$ cat config.mk
export PLATFORM = sky130hd
export DESIGN_NAME = trap_ctrl
export DESIGN_NICKNAME = d
export VERILOG_FILES = /design/src/rtl/trap_ctrl_pkg.sv /design/src/rtl/trap_ctrl_target_calc.sv /design/src/rtl/trap_ctrl.sv
export SDC_FILE = /design/constraint.sdc
export NUM_CORES = 1
export LEC_CHECK = 0
export ABC_CLOCK_PERIOD_IN_PS = 9800
export BUFFER_PORTS_ARGS = -buffer_cell sky130_fd_sc_hd__buf_2
export CAP_MARGIN = 10
export CORE_AREA = 4 4 244 246
export CTS_CLUSTER_DIAMETER = 60
export DETAILED_ROUTE_END_ITERATION = 8
export DIE_AREA = 0 0 248 250
export GPL_ROUTABILITY_DRIVEN = 0
export GPL_TIMING_DRIVEN = 0
export PLACE_DENSITY = 0.48
export SYNTH_ARGS = -nofsm -noshare
export SYNTH_HDL_FRONTEND = slang
export SYNTH_SLANG_ARGS = --single-unit
export TNS_END_PERCENT = 100
$ cat constraint.sdc
create_clock -name clk_i -period 9.8 [get_ports clk_i]
set_clock_uncertainty 0.15 [all_clocks]
set_input_delay 1.47 -clock clk_i [delete_from_list [all_inputs] [get_ports clk_i]]
set_output_delay 1.47 -clock clk_i [all_outputs]
set_load 0.1 [all_outputs]
$ cat src/rtl/trap_ctrl_pkg.sv
// Shared encodings for the trap controller: FSM states, request kinds,
// privilege levels, mstatus bit positions and the illegal-instruction cause.
package trap_ctrl_pkg;

  typedef enum logic [1:0] {
    ST_IDLE     = 2'd0,
    ST_ENTER    = 2'd1,
    ST_RETURN   = 2'd2,
    ST_REDIRECT = 2'd3
  } state_e;

  typedef enum logic [1:0] {
    KIND_TRAP = 2'd0,
    KIND_MRET = 2'd1,
    KIND_SRET = 2'd2
  } kind_e;

  localparam logic [1:0] PRIV_U = 2'd0;
  localparam logic [1:0] PRIV_S = 2'd1;
  localparam logic [1:0] PRIV_M = 2'd3;

  localparam int MSTATUS_SIE    = 1;
  localparam int MSTATUS_MIE    = 3;
  localparam int MSTATUS_SPIE   = 5;
  localparam int MSTATUS_MPIE   = 7;
  localparam int MSTATUS_SPP    = 8;
  localparam int MSTATUS_MPP_LO = 11;
  localparam int MSTATUS_MPP_HI = 12;

  localparam logic [31:0] ILLEGAL_INST = 32'd2;

endpackage

$ cat src/rtl/trap_ctrl_target_calc.sv
// Combinational trap/return resolution: delegation decision, new mstatus
// bits {MPP,MPIE,MIE,SPP,SPIE,SIE}, next privilege and the redirect target.
module trap_target_calc
  import trap_ctrl_pkg::*;
(
  input  kind_e       kind_i,
  input  logic [31:0] cause_i,
  input  logic [1:0]  privilege_i,
  input  logic [63:0] mstatus_i,
  input  logic [63:0] medeleg_i,
  input  logic [31:0] mideleg_i,
  input  logic [31:0] mtvec_i,
  input  logic [31:0] stvec_i,
  input  logic [31:0] mepc_i,
  input  logic [31:0] sepc_i,
  output logic        to_s_o,
  output logic [6:0]  status_set_o,
  output logic [1:0]  priv_set_o,
  output logic [31:0] target_pc_o
);

  logic        is_irq;
  logic        deleg_bit;
  logic [1:0]  mpp;
  logic        mpie, mie, spp, spie, sie;
  logic [31:0] tvec;
  logic [31:0] base;
  logic        unused_bits;

  assign unused_bits = ^{mstatus_i[63:13], mstatus_i[10:9], mstatus_i[6], mstatus_i[4],
                         mstatus_i[2], mstatus_i[0], cause_i[30:6]};

  assign mpp  = mstatus_i[MSTATUS_MPP_HI:MSTATUS_MPP_LO];
  assign mpie = mstatus_i[MSTATUS_MPIE];
  assign mie  = mstatus_i[MSTATUS_MIE];
  assign spp  = mstatus_i[MSTATUS_SPP];
  assign spie = mstatus_i[MSTATUS_SPIE];
  assign sie  = mstatus_i[MSTATUS_SIE];

  assign is_irq    = cause_i[31];
  assign deleg_bit = is_irq ? mideleg_i[cause_i[4:0]] : medeleg_i[cause_i[5:0]];
  assign to_s_o    = (kind_i == KIND_TRAP) && (privilege_i != PRIV_M) && deleg_bit;

  always_comb begin
    status_set_o = {mpp, mpie, mie, spp, spie, sie};
    priv_set_o   = PRIV_M;
    target_pc_o  = '0;
    tvec         = to_s_o ? stvec_i : mtvec_i;
    base         = {tvec[31:2], 2'b00};
    case (kind_i)
      KIND_TRAP: begin
        // Only mode 01 with an interrupt vectors; every other mode uses the base.
        if (tvec[1:0] == 2'b01 && is_irq)
          target_pc_o = base + {25'd0, cause_i[4:0], 2'b00};
        else
          target_pc_o = base;
        if (to_s_o) begin
          status_set_o = {mpp, mpie, mie, privilege_i[0], sie, 1'b0};
          priv_set_o   = PRIV_S;
        end else begin
          status_set_o = {privilege_i, mie, 1'b0, spp, spie, sie};
          priv_set_o   = PRIV_M;
        end
      end
      KIND_MRET: begin
        status_set_o = {PRIV_U, 1'b1, mpie, spp, spie, sie};
        priv_set_o   = mpp;
        target_pc_o  = mepc_i;
      end
      KIND_SRET: begin
        status_set_o = {mpp, mpie, mie, 1'b0, 1'b1, spie};
        priv_set_o   = {1'b0, spp};
        target_pc_o  = sepc_i;
      end
      default: ;
    endcase
  end

endmodule

$ cat src/rtl/trap_ctrl.sv
// Trap entry / xRET sequencer: accepts one request in IDLE, issues a single
// cycle of CSR and privilege updates, then a one-cycle pipeline redirect.
module trap_ctrl
  import trap_ctrl_pkg::*;
(
  input  logic        clk_i,
  input  logic        reset_n_i,
  input  logic        trapReq_i,
  input  logic [31:0] trapCause_i,
  input  logic [31:0] trapPc_i,
  input  logic        mretReq_i,
  input  logic        sretReq_i,
  input  logic [31:0] retPc_i,
  output logic        reqReady_o,
  input  logic [63:0] csrMStatus_i,
  input  logic [63:0] csrMedeleg_i,
  input  logic [31:0] csrMideleg_i,
  input  logic [31:0] csrMtvec_i,
  input  logic [31:0] csrStvec_i,
  input  logic [31:0] csrMepc_i,
  input  logic [31:0] csrSepc_i,
  input  logic [31:0] csrMCause_i,
  input  logic [31:0] csrSCause_i,
  input  logic [1:0]  privilege_i,
  output logic [6:0]  csrMStatusSet_o,
  output logic [31:0] csrMepcSet_o,
  output logic [31:0] csrMCauseSet_o,
  output logic [31:0] csrSepcSet_o,
  output logic [31:0] csrSCauseSet_o,
  output logic        csrTrapSetEn_o,
  output logic [1:0]  privilegeSet_o,
  output logic        privilegeSetEn_o,
  output logic        redirectValid_o,
  output logic [31:0] redirectPc_o,
  output logic        flush_o,
  output logic        busy_o
);

  state_e      state_q;
  kind_e       kind_q;
  logic [31:0] cause_q;
  logic [31:1] pc_q;
  logic        redir_vld_q;
  logic [31:0] redir_pc_q;

  logic        to_s;
  logic [6:0]  status_set;
  logic [1:0]  priv_set;
  logic [31:0] target_pc;

  trap_target_calc u_calc (
    .kind_i       (kind_q),
    .cause_i      (cause_q),
    .privilege_i  (privilege_i),
    .mstatus_i    (csrMStatus_i),
    .medeleg_i    (csrMedeleg_i),
    .mideleg_i    (csrMideleg_i),
    .mtvec_i      (csrMtvec_i),
    .stvec_i      (csrStvec_i),
    .mepc_i       (csrMepc_i),
    .sepc_i       (csrSepc_i),
    .to_s_o       (to_s),
    .status_set_o (status_set),
    .priv_set_o   (priv_set),
    .target_pc_o  (target_pc)
  );

  always_ff @(posedge clk_i or negedge reset_n_i) begin
    if (!reset_n_i) begin
      state_q     <= ST_IDLE;
      kind_q      <= KIND_TRAP;
      cause_q     <= '0;
      pc_q        <= '0;
      redir_vld_q <= 1'b0;
      redir_pc_q  <= '0;
    end else begin
      redir_vld_q <= 1'b0;
      redir_pc_q  <= '0;
      case (state_q)
        ST_IDLE: begin
          if (trapReq_i) begin
            state_q <= ST_ENTER;
            kind_q  <= KIND_TRAP;
            cause_q <= trapCause_i;
            pc_q    <= trapPc_i[31:1];
          end else if ((mretReq_i && privilege_i != PRIV_M) ||
                       (!mretReq_i && sretReq_i && privilege_i == PRIV_U)) begin
            // xRET from an insufficient privilege becomes an illegal-instruction trap.
            state_q <= ST_ENTER;
            kind_q  <= KIND_TRAP;
            cause_q <= ILLEGAL_INST;
            pc_q    <= retPc_i[31:1];
          end else if (mretReq_i || sretReq_i) begin
            state_q <= ST_RETURN;
            kind_q  <= mretReq_i ? KIND_MRET : KIND_SRET;
            cause_q <= '0;
            pc_q    <= retPc_i[31:1];
          end
        end
        ST_ENTER, ST_RETURN: begin
          state_q     <= ST_REDIRECT;
          redir_vld_q <= 1'b1;
          redir_pc_q  <= target_pc;
        end
        ST_REDIRECT: state_q <= ST_IDLE;
        default:     state_q <= ST_IDLE;
      endcase
    end
  end

  assign reqReady_o      = (state_q == ST_IDLE);
  assign busy_o          = (state_q != ST_IDLE);
  assign redirectValid_o = redir_vld_q;
  assign redirectPc_o    = redir_pc_q;

  // Untargeted epc/cause outputs echo the CSR inputs so the joint write is a no-op.
  always_comb begin
    csrTrapSetEn_o   = 1'b0;
    privilegeSetEn_o = 1'b0;
    flush_o          = 1'b0;
    csrMStatusSet_o  = '0;
    privilegeSet_o   = '0;
    csrMepcSet_o     = '0;
    csrMCauseSet_o   = '0;
    csrSepcSet_o     = '0;
    csrSCauseSet_o   = '0;
    if (state_q == ST_ENTER || state_q == ST_RETURN) begin
      csrTrapSetEn_o   = 1'b1;
      privilegeSetEn_o = 1'b1;
      flush_o          = 1'b1;
      csrMStatusSet_o  = status_set;
      privilegeSet_o   = priv_set;
      csrMepcSet_o     = csrMepc_i;
      csrMCauseSet_o   = csrMCause_i;
      csrSepcSet_o     = csrSepc_i;
      csrSCauseSet_o   = csrSCause_i;
      if (state_q == ST_ENTER) begin
        if (to_s) begin
          csrSepcSet_o   = {pc_q, 1'b0};
          csrSCauseSet_o = cause_q;
        end else begin
          csrMepcSet_o   = {pc_q, 1'b0};
          csrMCauseSet_o = cause_q;
        end
      end
    end
  end

endmodule

Yosys cells after proc, flatten, opt, wreduce, memory -nomap -nowiden
Index checks and enable logic that the tools add are counted.
{"block": "op_classes", "n_lt_le_gt_ge": 2, "n_reduce_logical": 17, "eq_ne": 8, "add_sub_neg": 1, "n_mux": 43}
{"cell": "$mux 32", "n": 18}
{"cell": "$pmux 32 s3", "n": 1}
{"cell": "$mux 31", "n": 3}
{"cell": "$add 32x7->32", "n": 1}
{"cell": "$pmux 7 s3", "n": 1}
{"cell": "$mux 2", "n": 9}
{"cell": "$mux 7", "n": 2}
{"cell": "$pmux 2 s3", "n": 2}
{"cell": "$lt 6x7->1 const B", "n": 1}
{"cell": "$bmux 1 s6", "n": 1}
{"cell": "$eq 2x1->1 const B", "n": 3}
{"cell": "$eq 2x2->1 const B", "n": 3}
{"cell": "$logic_and 1x1->1", "n": 6}
{"cell": "$logic_not 2->1", "n": 3}
{"cell": "$lt 5x6->1 const B", "n": 1}
{"cell": "$bmux 1 s5", "n": 1}
{"cell": "$mux 1", "n": 5}
{"cell": "$ne 4x2->1 const B", "n": 1}
{"cell": "$logic_or 1x1->1", "n": 3}
{"cell": "$reduce_bool 3->1", "n": 1}
{"cell": "$ne 2x2->1 const B", "n": 1}
{"cell": "$reduce_and 2->1", "n": 1}
{"cell": "$reduce_bool 2->1", "n": 1}
{"cell": "$reduce_or 2->1", "n": 1}
{"cell": "$logic_not 1->1", "n": 1}
{"block": "word_totals", "out_inout_bits": 175, "inputBits": 455, "register_bits": 100, "word_cells": 77}

Longest topological paths before layout
Gate-level depths: netlist of run 1.
{"block": "logic_depth", "depth_word": 10, "mapped_depth": 25, "depth_no_buf": 19}

Modules after synthesis
Synthesis of run 1 repeated with hierarchy kept, for this count alone.
{"block": "hier_totals", "cells_unflattened": 1270, "hier_area_um2": 9655.5}
{"mod": "trap_ctrl", "area_per_inst_um2": 6212.2, "cells_each": 811, "seq_area_each_um2": 2502.4, "instances": 1}
{"mod": "trap_target_calc", "area_per_inst_um2": 3443.3, "cells_each": 459, "seq_area_each_um2": 0.0, "instances": 1}

Least setup slack after synthesis of run 1
No wires, ideal clock.
{"block": "synth_timing", "path_type": "input-to-output", "startpoint": "input csrMideleg_i[31]", "endpoint": "output csrMStatusSet_o[2]", "required_ps": 8180, "n_path_buf": 3, "path_slack_ps": 2747, "arrival_time_ps": 5433, "cell_stages": 10, "path_cell_list": "mux2i_1 > a22oi_1 > a21oi_1 > or4_1 > o22ai_1 > buf_4 > nor2_4 > buf_2 > buf_2 > a221oi_1"}
{"block": "synth_between", "elab_chain_len": 7}
{"item": "start: declaration", "line": "trap_ctrl.sv:17", "source": "input logic [31:0] csrMideleg_i,"}
{"item": "$bmux 1 s5", "line": "trap_ctrl_target_calc.sv:41", "source": "assign deleg_bit = is_irq ? mideleg_i[cause_i[4:0]] : medeleg_i[cause_i[5:0]];"}
{"item": "$mux 1 (implied by the code)", "line": "trap_ctrl_target_calc.sv:41"}
{"item": "$mux 1", "line": "trap_ctrl_target_calc.sv:41"}
{"item": "$logic_and 1x1->1", "line": "trap_ctrl_target_calc.sv:42", "source": "assign to_s_o = (kind_i == KIND_TRAP) && (privilege_i != PRIV_M) && deleg_bit;"}
{"item": "$mux 7", "line": "trap_ctrl_target_calc.sv:57", "source": "if (to_s_o) begin"}
{"item": "$pmux 7 s3", "line": "trap_ctrl_target_calc.sv:50", "source": "case (kind_i)"}
{"item": "$mux 7", "line": "trap_ctrl.sv:127", "source": "if (state_q == ST_ENTER || state_q == ST_RETURN) begin"}
{"item": "end: declaration", "line": "trap_ctrl.sv:25", "source": "output logic [6:0] csrMStatusSet_o,"}
Every way passes these cells. The select of a mux whose other input is x is not followed.

Worst setup path after layout of run 1
{"block": "layout_timing", "startpoint": "input csrMedeleg_i[39]", "endpoint": "output csrSepcSet_o[25]"}
{"block": "layout_between", "elab_chain_len": 7}
{"item": "start: declaration", "line": "trap_ctrl.sv:16", "source": "input logic [63:0] csrMedeleg_i,"}
{"item": "$bmux 1 s6", "line": "trap_ctrl_target_calc.sv:41"}
{"item": "$mux 1 (implied by the code)", "line": "trap_ctrl_target_calc.sv:41"}
{"item": "$mux 1", "line": "trap_ctrl_target_calc.sv:41"}
{"item": "$logic_and 1x1->1", "line": "trap_ctrl_target_calc.sv:42"}
{"item": "$mux 32", "line": "trap_ctrl.sv:138", "source": "if (to_s) begin"}
{"item": "$mux 32", "line": "trap_ctrl.sv:137", "source": "if (state_q == ST_ENTER) begin"}
{"item": "$mux 32", "line": "trap_ctrl.sv:127"}
{"item": "end: declaration", "line": "trap_ctrl.sv:28", "source": "output logic [31:0] csrSepcSet_o,"}
Every way passes these cells. The select of a mux whose other input is x is not followed.

==> out/results.ini, run 1 <==
[outcome]
outcome = finished clean

[global_route]
grt_pass1_wl_mm = 85.1
grt_pass1_vias = 12300
grt_max_degree = 63
grt_usage_pct = 18.8
antenna_found_initial = 17
grt_overflow = 0

[placement]
numPortBuffers = 569
hpwlAfterDp_mm = 51.3

[clock_network]
cts_hold_buf = 0
htreeDepth = 3
clock-sinks = 100
clkLatencyLatePin_ns = 0.38
cts_setup_buffers = 0
cts.clk_slew.worst_paths_ns = 0.08
numCtsBuffers = 9
cts_tree = yes
cts_buffer_depth = 2
clockRootBuffer = clkbuf_16
cts-resized-gates = 0

[timing]
max_freq_mhz = 136
relSlewSlack_pct = 16.8
fin_tns_setup_ns = 0
slew_violations = 0
grt_setup_unrepaired = no
setup_violations = 0
max_slew.worst_pin.slew_ns = 1.25
fin_crit_sh_pct = 75.1
final_hold_viol_count = 0
period_needed_ns = 7.36

[yosys]
syn-num-nets = 1752
ys_seq_area_share_pct = 27.6
synth_edf_count = 0
syn_inst = 1287
synth_ff_type = dfrtp_1
yosys.area.top_type_share_pct = 27.6
async_flop_share_pct = 100
postSynthAreaPerCell_um2 = 7.03
yosysWarnings = 0
synthTopCellsByArea = dfrtp_1 (28%), nand2_1 (17%), a21oi_1 (9.3%)
ys_types = 70
ys_seq_elements = 100
synthesis.area_um2 = 9050
yosysTopAreaCell = dfrtp_1

[flow_run]
cap_violations = 0

[die]
die_y_um = 250
core_um2 = 57400
die_area_um2 = 62000
dieWidth_um = 248
initial_utilization_pct = 15.8
io_pins = 630
fp-row-count = 88

[critical_path]
r2r_end = redirectPc_o[28]
reg2reg_depth = 23
reg2reg_slack_ns = 2.48
crit_path_end_kind = primary output
worstSetupStartpointType = primary input
arrival_ns = 5.74
crit_fanout = 10
path_class = in2out
rr_startpoint = cause_q[2]
cp.required_ns = 8.18

[route]
route.detailed.drc = 0
ant_nets = 0
dr_total_vias = 12300
wl_per_cell_um = 23.2
firstDrtPassIters = 6
drt_iter0_drc = 777
wl_mm = 61.4
vias_per_cell = 4.64

[worst_hold_path]
min_from = pc_q[11]
holdPathEnd = pc_q[11]
hp-class = reg2reg
holdPathStages = 2

[final_layout]
final_core_util_pct = 23.0
syn2layout_area_growth_pct = 45.7
finalNetCount = 2334
drive_gt1_share_pct = 34.7

-- critical path, stage by stage --
cell and delay [ns]:
buf_2 0.10, mux4_2 0.45, mux2i_1 0.28, nor2_1 0.09, a311oi_2 0.56, a2bb2oi_2 0.29
nand2_1 0.30, buf_6 0.27, nand2_1 0.61, buf_2 0.42, nand2_1 0.09, a21oi_1 0.28
buf_2 0.50
-- per-stage QoR --
step,worst slack (ns),area (um^2),hold slack (ns),instances
finish,2.44,13200,0.359,2648
global route,2.18,13200,0.391,2642
CTS,2.45,13200,0.365,2638
detailed placement,2.16,12900,0.345,2623
global placement,2.16,12900,0.338,2621
floorplan,2.75,9050,0.311,1287
-- state kept, by name, indices dropped and copies added (netlist names) --
signal and count:
redirectValid_o 1, kind_q 2, redirectPc_o 32, pc_q 31, state_q 2, cause_q 32
-- worst max path at each step --
| stage | start | to | slack, ns | depth (start not counted) |
|---|---|---|---|---|
| 3_3_place_gp | csrMedeleg_i[39] | redirectPc_o[28] | 2.16 | 23 |
| 4_1_cts | csrMedeleg_i[39] | csrSepcSet_o[25] | 2.45 | 13 |
| 3_5_place_dp | csrMedeleg_i[39] | redirectPc_o[28] | 2.16 | 23 |
| 5_1_grt | cause_q[2] | redirectPc_o[28] | 2.18 | 23 |
| 6_report | csrMedeleg_i[39] | csrSepcSet_o[25] | 2.44 | 13 |
| 2_1_floorplan | csrMideleg_i[31] | csrMStatusSet_o[2] | 2.75 | 10 |
-- cells by family (layout without fill, tap and decap cells) --
| kind of cell | Yosys count | in the layout | synth area share, % |
|---|---|---|---|
| AOI/OAI and AO/OA | 323 | 323 | 21.4 |
| xor gates and xnor gates | 40 | 40 | 3.87 |
| adders and majority gates | 10 | 10 | 1.47 |
| buffers and inverters | 120 | 706 | 6.07 |
| DFF | 100 | 100 | 27.6 |
| muxes | 85 | 85 | 10.8 |
| other | 0 | 10 | 0 |
| and+or+nand+nor | 609 | 609 | 28.7 |
-- Yosys cell counts (2+ instances only) --
library cell and instances:
a211o_1 2, a211oi_1 10, a21boi_0 2, a21o_1 7, a21oi_1 169, a221oi_1 6
a22oi_1 29, a31oi_1 2, and2_1 5, and3_1 17, and4_1 4, buf_1 6
buf_2 28, buf_4 7, buf_6 5, clkbuf_1 57, dfrtp_1 100, ha_1 9
inv_1 16, mux2_1 3, mux2i_1 71, mux4_2 10, nand2_1 418, nand2b_1 4
nand3_1 61, nand4_1 14, nor2_1 40, nor2b_1 4, nor3_1 21, nor3b_1 2
nor4_1 6, o211ai_1 8, o21a_1 6, o21ai_0 47, o21ai_1 3, o221a_2 2
o22ai_1 7, o31ai_1 2, o32ai_1 6, or2_2 2, or4b_1 2, xnor2_1 24
xor2_1 16
-- cells in the final DEF, fill, tap and decap left out, drive strengths merged, types with 7 or more instances in the layout --
cell type,instances
xor2,16
nand2,419
and3,17
o211ai,8
clkbuf,67
a22oi,29
mux4,10
o21ai,51
o22ai,7
xnor2,24
dfrtp,100
nand4,14
a211oi,10
a21oi,169
a21o,7
mux2i,71
inv,18
nand3,61
nor3,22
nor2,41
buf,617
ha,9
diode,10
-- layout make-up --
type	instances	area [um^2]
Antenna cell	10	25.0
Buffer	103	485
Clock buffer	10	229
Clock inverter	5	37.5
Fill cell	6531	44200
Inverter	17	63.8
Multi-Input combinational cell	1067	6010
Sequential cell	100	2500
Tap cell	765	957
Timing Repair Buffer	571	2890
-- routing by layer --
layer	global-route usage (%)	part of all wire, %
met1	23.6	41
met2	32.0	48
met3	4.34	7.9
met4	5.93	2.9
met5	0	0.15
Power of run 1 is not shown: default switching activity piles up to over one toggle a cycle in this logic, so the estimate is an artifact.
==> inputs of run 2 (changes only) <==
--- a/config.mk
+++ b/config.mk
@@ -5,13 +5,13 @@
 export SDC_FILE = /design/constraint.sdc
 export NUM_CORES = 1
 export LEC_CHECK = 0
-export ABC_CLOCK_PERIOD_IN_PS = 9800
+export ABC_CLOCK_PERIOD_IN_PS = 7300
 export BUFFER_PORTS_ARGS = -buffer_cell sky130_fd_sc_hd__buf_2
 export CAP_MARGIN = 10
-export CORE_AREA = 4 4 244 246
+export CORE_AREA = 4 4 245 247
 export CTS_CLUSTER_DIAMETER = 60
 export DETAILED_ROUTE_END_ITERATION = 8
-export DIE_AREA = 0 0 248 250
+export DIE_AREA = 0 0 249 251
 export GPL_ROUTABILITY_DRIVEN = 0
 export GPL_TIMING_DRIVEN = 0
 export PLACE_DENSITY = 0.48
==> constraint.sdc (replaced) <==
create_clock -name clk_i -period 7.3 [get_ports clk_i]
set_clock_uncertainty 0.15 [all_clocks]
set_input_delay 1.095 -clock clk_i [delete_from_list [all_inputs] [get_ports clk_i]]
set_output_delay 1.095 -clock clk_i [all_outputs]
set_load 0.1 [all_outputs]
==> run 2 against run 1 <==
- sequential cell count unchanged
- non-clock buffer count down 1
- routed wire length rose by 0.47%
- die area grew 0.80%
- critical endpoint is now redirectPc_o[28]
- sequential share of layout area fell by 0.050 points
- via count fell by 0.64%
- register-to-register slack got worse by 1.9 ns
- critical path depth up 10
- final cell count about the same
- hold slack better by 0.0025 ns
- final area grew 0.27%
==> out/results.ini, run 2 (synthesis gave the netlist of run 1 again) <==
[clock_network]
clockRootBuffer = clkbuf_16
cts_tree = yes
htreeDepth = 3
numCtsBuffers = 9
cts_buffer_depth = 2
clock-sinks = 100
cts_setup_buffers = 0
cts.clk_slew.worst_paths_ns = 0.08
clkLatencyLatePin_ns = 0.39
cts_hold_buf = 0

[timing]
grt_setup_unrepaired = no
final_hold_viol_count = 0
max_freq_mhz = 149
finalWorstSetupSlack_ns = 0.575
slew_violations = 0
max_slew.worst_pin.slew_ns = 1.29
setup_violations = 0
period_needed_ns = 6.73
relSlewSlack_pct = 13.9
fin_crit_sh_pct = 92.1

[critical_path]
worstSetupStartpointType = flip-flop
critPathSlowestCell = dfrtp_1
arrival_ns = 6.80
cp.required_ns = 7.37
cp_common_cell = buf_2
crit_fanout = 10
crit_path_end_kind = flip-flop
path_class = reg2reg
critPathMaxStageDelay_ns = 0.59
path_cells = buf_2 > mux4_2 > mux2i_1 > nor2_1 > a311oi_2 > o22ai_1 > buf_4 > nor2_4 > buf_2 > buf_2 > nand2_1 > nand2_1 > ha_1 > fa_1 > nand3_1 > a21boi_1 > o211ai_1 > nor2_1 > and3_1 > nand3_1 > o211a_1 > o21ai_0 > a21oi_1

[final_layout]
finalNetCount = 2333
drive_gt1_share_pct = 34.8
layout_commonest_cell = buf_2
syn2layout_area_growth_pct = 46.1
final_cell_mix = buf_2 (597), nand2_1 (418), a21oi_1 (169), dfrtp_1 (100), mux2i_1 (71)
final_cells = 2647
nFillCells = 6549

[die]
core_um2 = 57600
dieWidth_um = 249
initial_utilization_pct = 15.7
die_y_um = 251
fp-row-count = 88
die_area_um2 = 62500
io_pins = 630

[global_route]
grt_usage_pct = 18.7
grt_pass1_vias = 12200
grt_overflow = 0
antenna_found_initial = 14
grt_max_degree = 53
grt_pass1_wl_mm = 86.4

[placement]
placed_cells_incl_taps = 2622
numPortBuffers = 569
dp_slack_ns = -0.0212
hpwlAfterDp_mm = 51.4

[flow_run]
cap_violations = 0

[route]
firstDrtPassIters = 6
wl_mm = 61.7
drt_iter0_drc = 819
wl_met1_mm = 26.6
top_layer_used = met5
vias_per_cell = 4.61
dr_total_vias = 12200
met2_wirelength_mm = 29.7
wl_per_cell_um = 23.3
route.detailed.drc = 0
met3_length_mm = 3.95
ant_nets = 0

[worst_hold_path]
hp-class = reg2reg

[outcome]
outcome = finished clean

## run 2: changes by cell type in the layout (fill, tap and decap cells not counted), sizes merged
cell / change
clkinv: +2
diode: -1
bufinv: +1
clkbuf: -1
buf: -1
clkinvlp: -1
## run 2: per-stage QoR
stage | hold slack [ns] | cell area (um^2) | setup TNS, ns | util, %
6_report | 0.361 | 13200 | 0 | 23.0
5_1_grt | 0.383 | 13200 | 0 | 23.0
4_1_cts | 0.365 | 13200 | 0 | 22.9
3_5_place_dp | 0.348 | 12900 | -0.0212 | 22.4
3_3_place_gp | 0.339 | 12900 | -0.0453 | 22.3
2_1_floorplan | 0.311 | 9050 | 0 | -
## run 2: final timing paths
check | to | cells past startpoint | slack [ns] | start
max in group asynchronous | redirectPc_o[17] | 2 | 5.80 | reset_n_i
worst max register to register | redirectPc_o[28] | 23 | 0.57 | cause_q[2]
worst min register to register | cause_q[25] | 2 | 0.36 | cause_q[25]
worst max-delay path | redirectPc_o[28] | 23 | 0.57 | cause_q[2]
worst min-delay path | cause_q[25] | 2 | 0.36 | cause_q[25]
min in group asynchronous | cause_q[22] | 1 | 0.51 | reset_n_i
## run 2: per-layer routing
layer	global-route usage, %	up-vias
met3	3.35	84
met4	5.48	10
met1	24.2	5862
met2	32.0	608
li1	-	5650
met5	0	-
## run 2: area by class of cell
type                    count  area, um^2  share of cell area [%]
diodes                      9        22.5                   0.170
plain buffers             103         487                    3.68
clock buffers               9         225                    1.70
clock inverters             7        76.3                   0.577
inverters                  17        63.8                   0.482
multi-input cells        1067        6010                    45.5
flip-flops and latches    100        2500                    18.9
well taps                 765         957                    7.24
repair buffers            570        2880                    21.8
## run 2: worst max-delay path, delay by kind of cell (launching register included)
kind / cells / cell delay (ns)
buffers and inverters: 4 / 1.26
muxes: 2 / 0.59
AOI/OAI and AO/OA: 7 / 2.02
DFF: 1 / 0.59
and+or+nand+nor: 8 / 1.49
adders and majority gates: 2 / 0.42
## run 2: what timing repair did
item | 4_1_cts | 5_1_grt
gates resized for setup | 1 | 2
setup endpoints to repair | 2 | 7
pin swaps | 0 | 0
Power of run 2 is left out for the same reason.
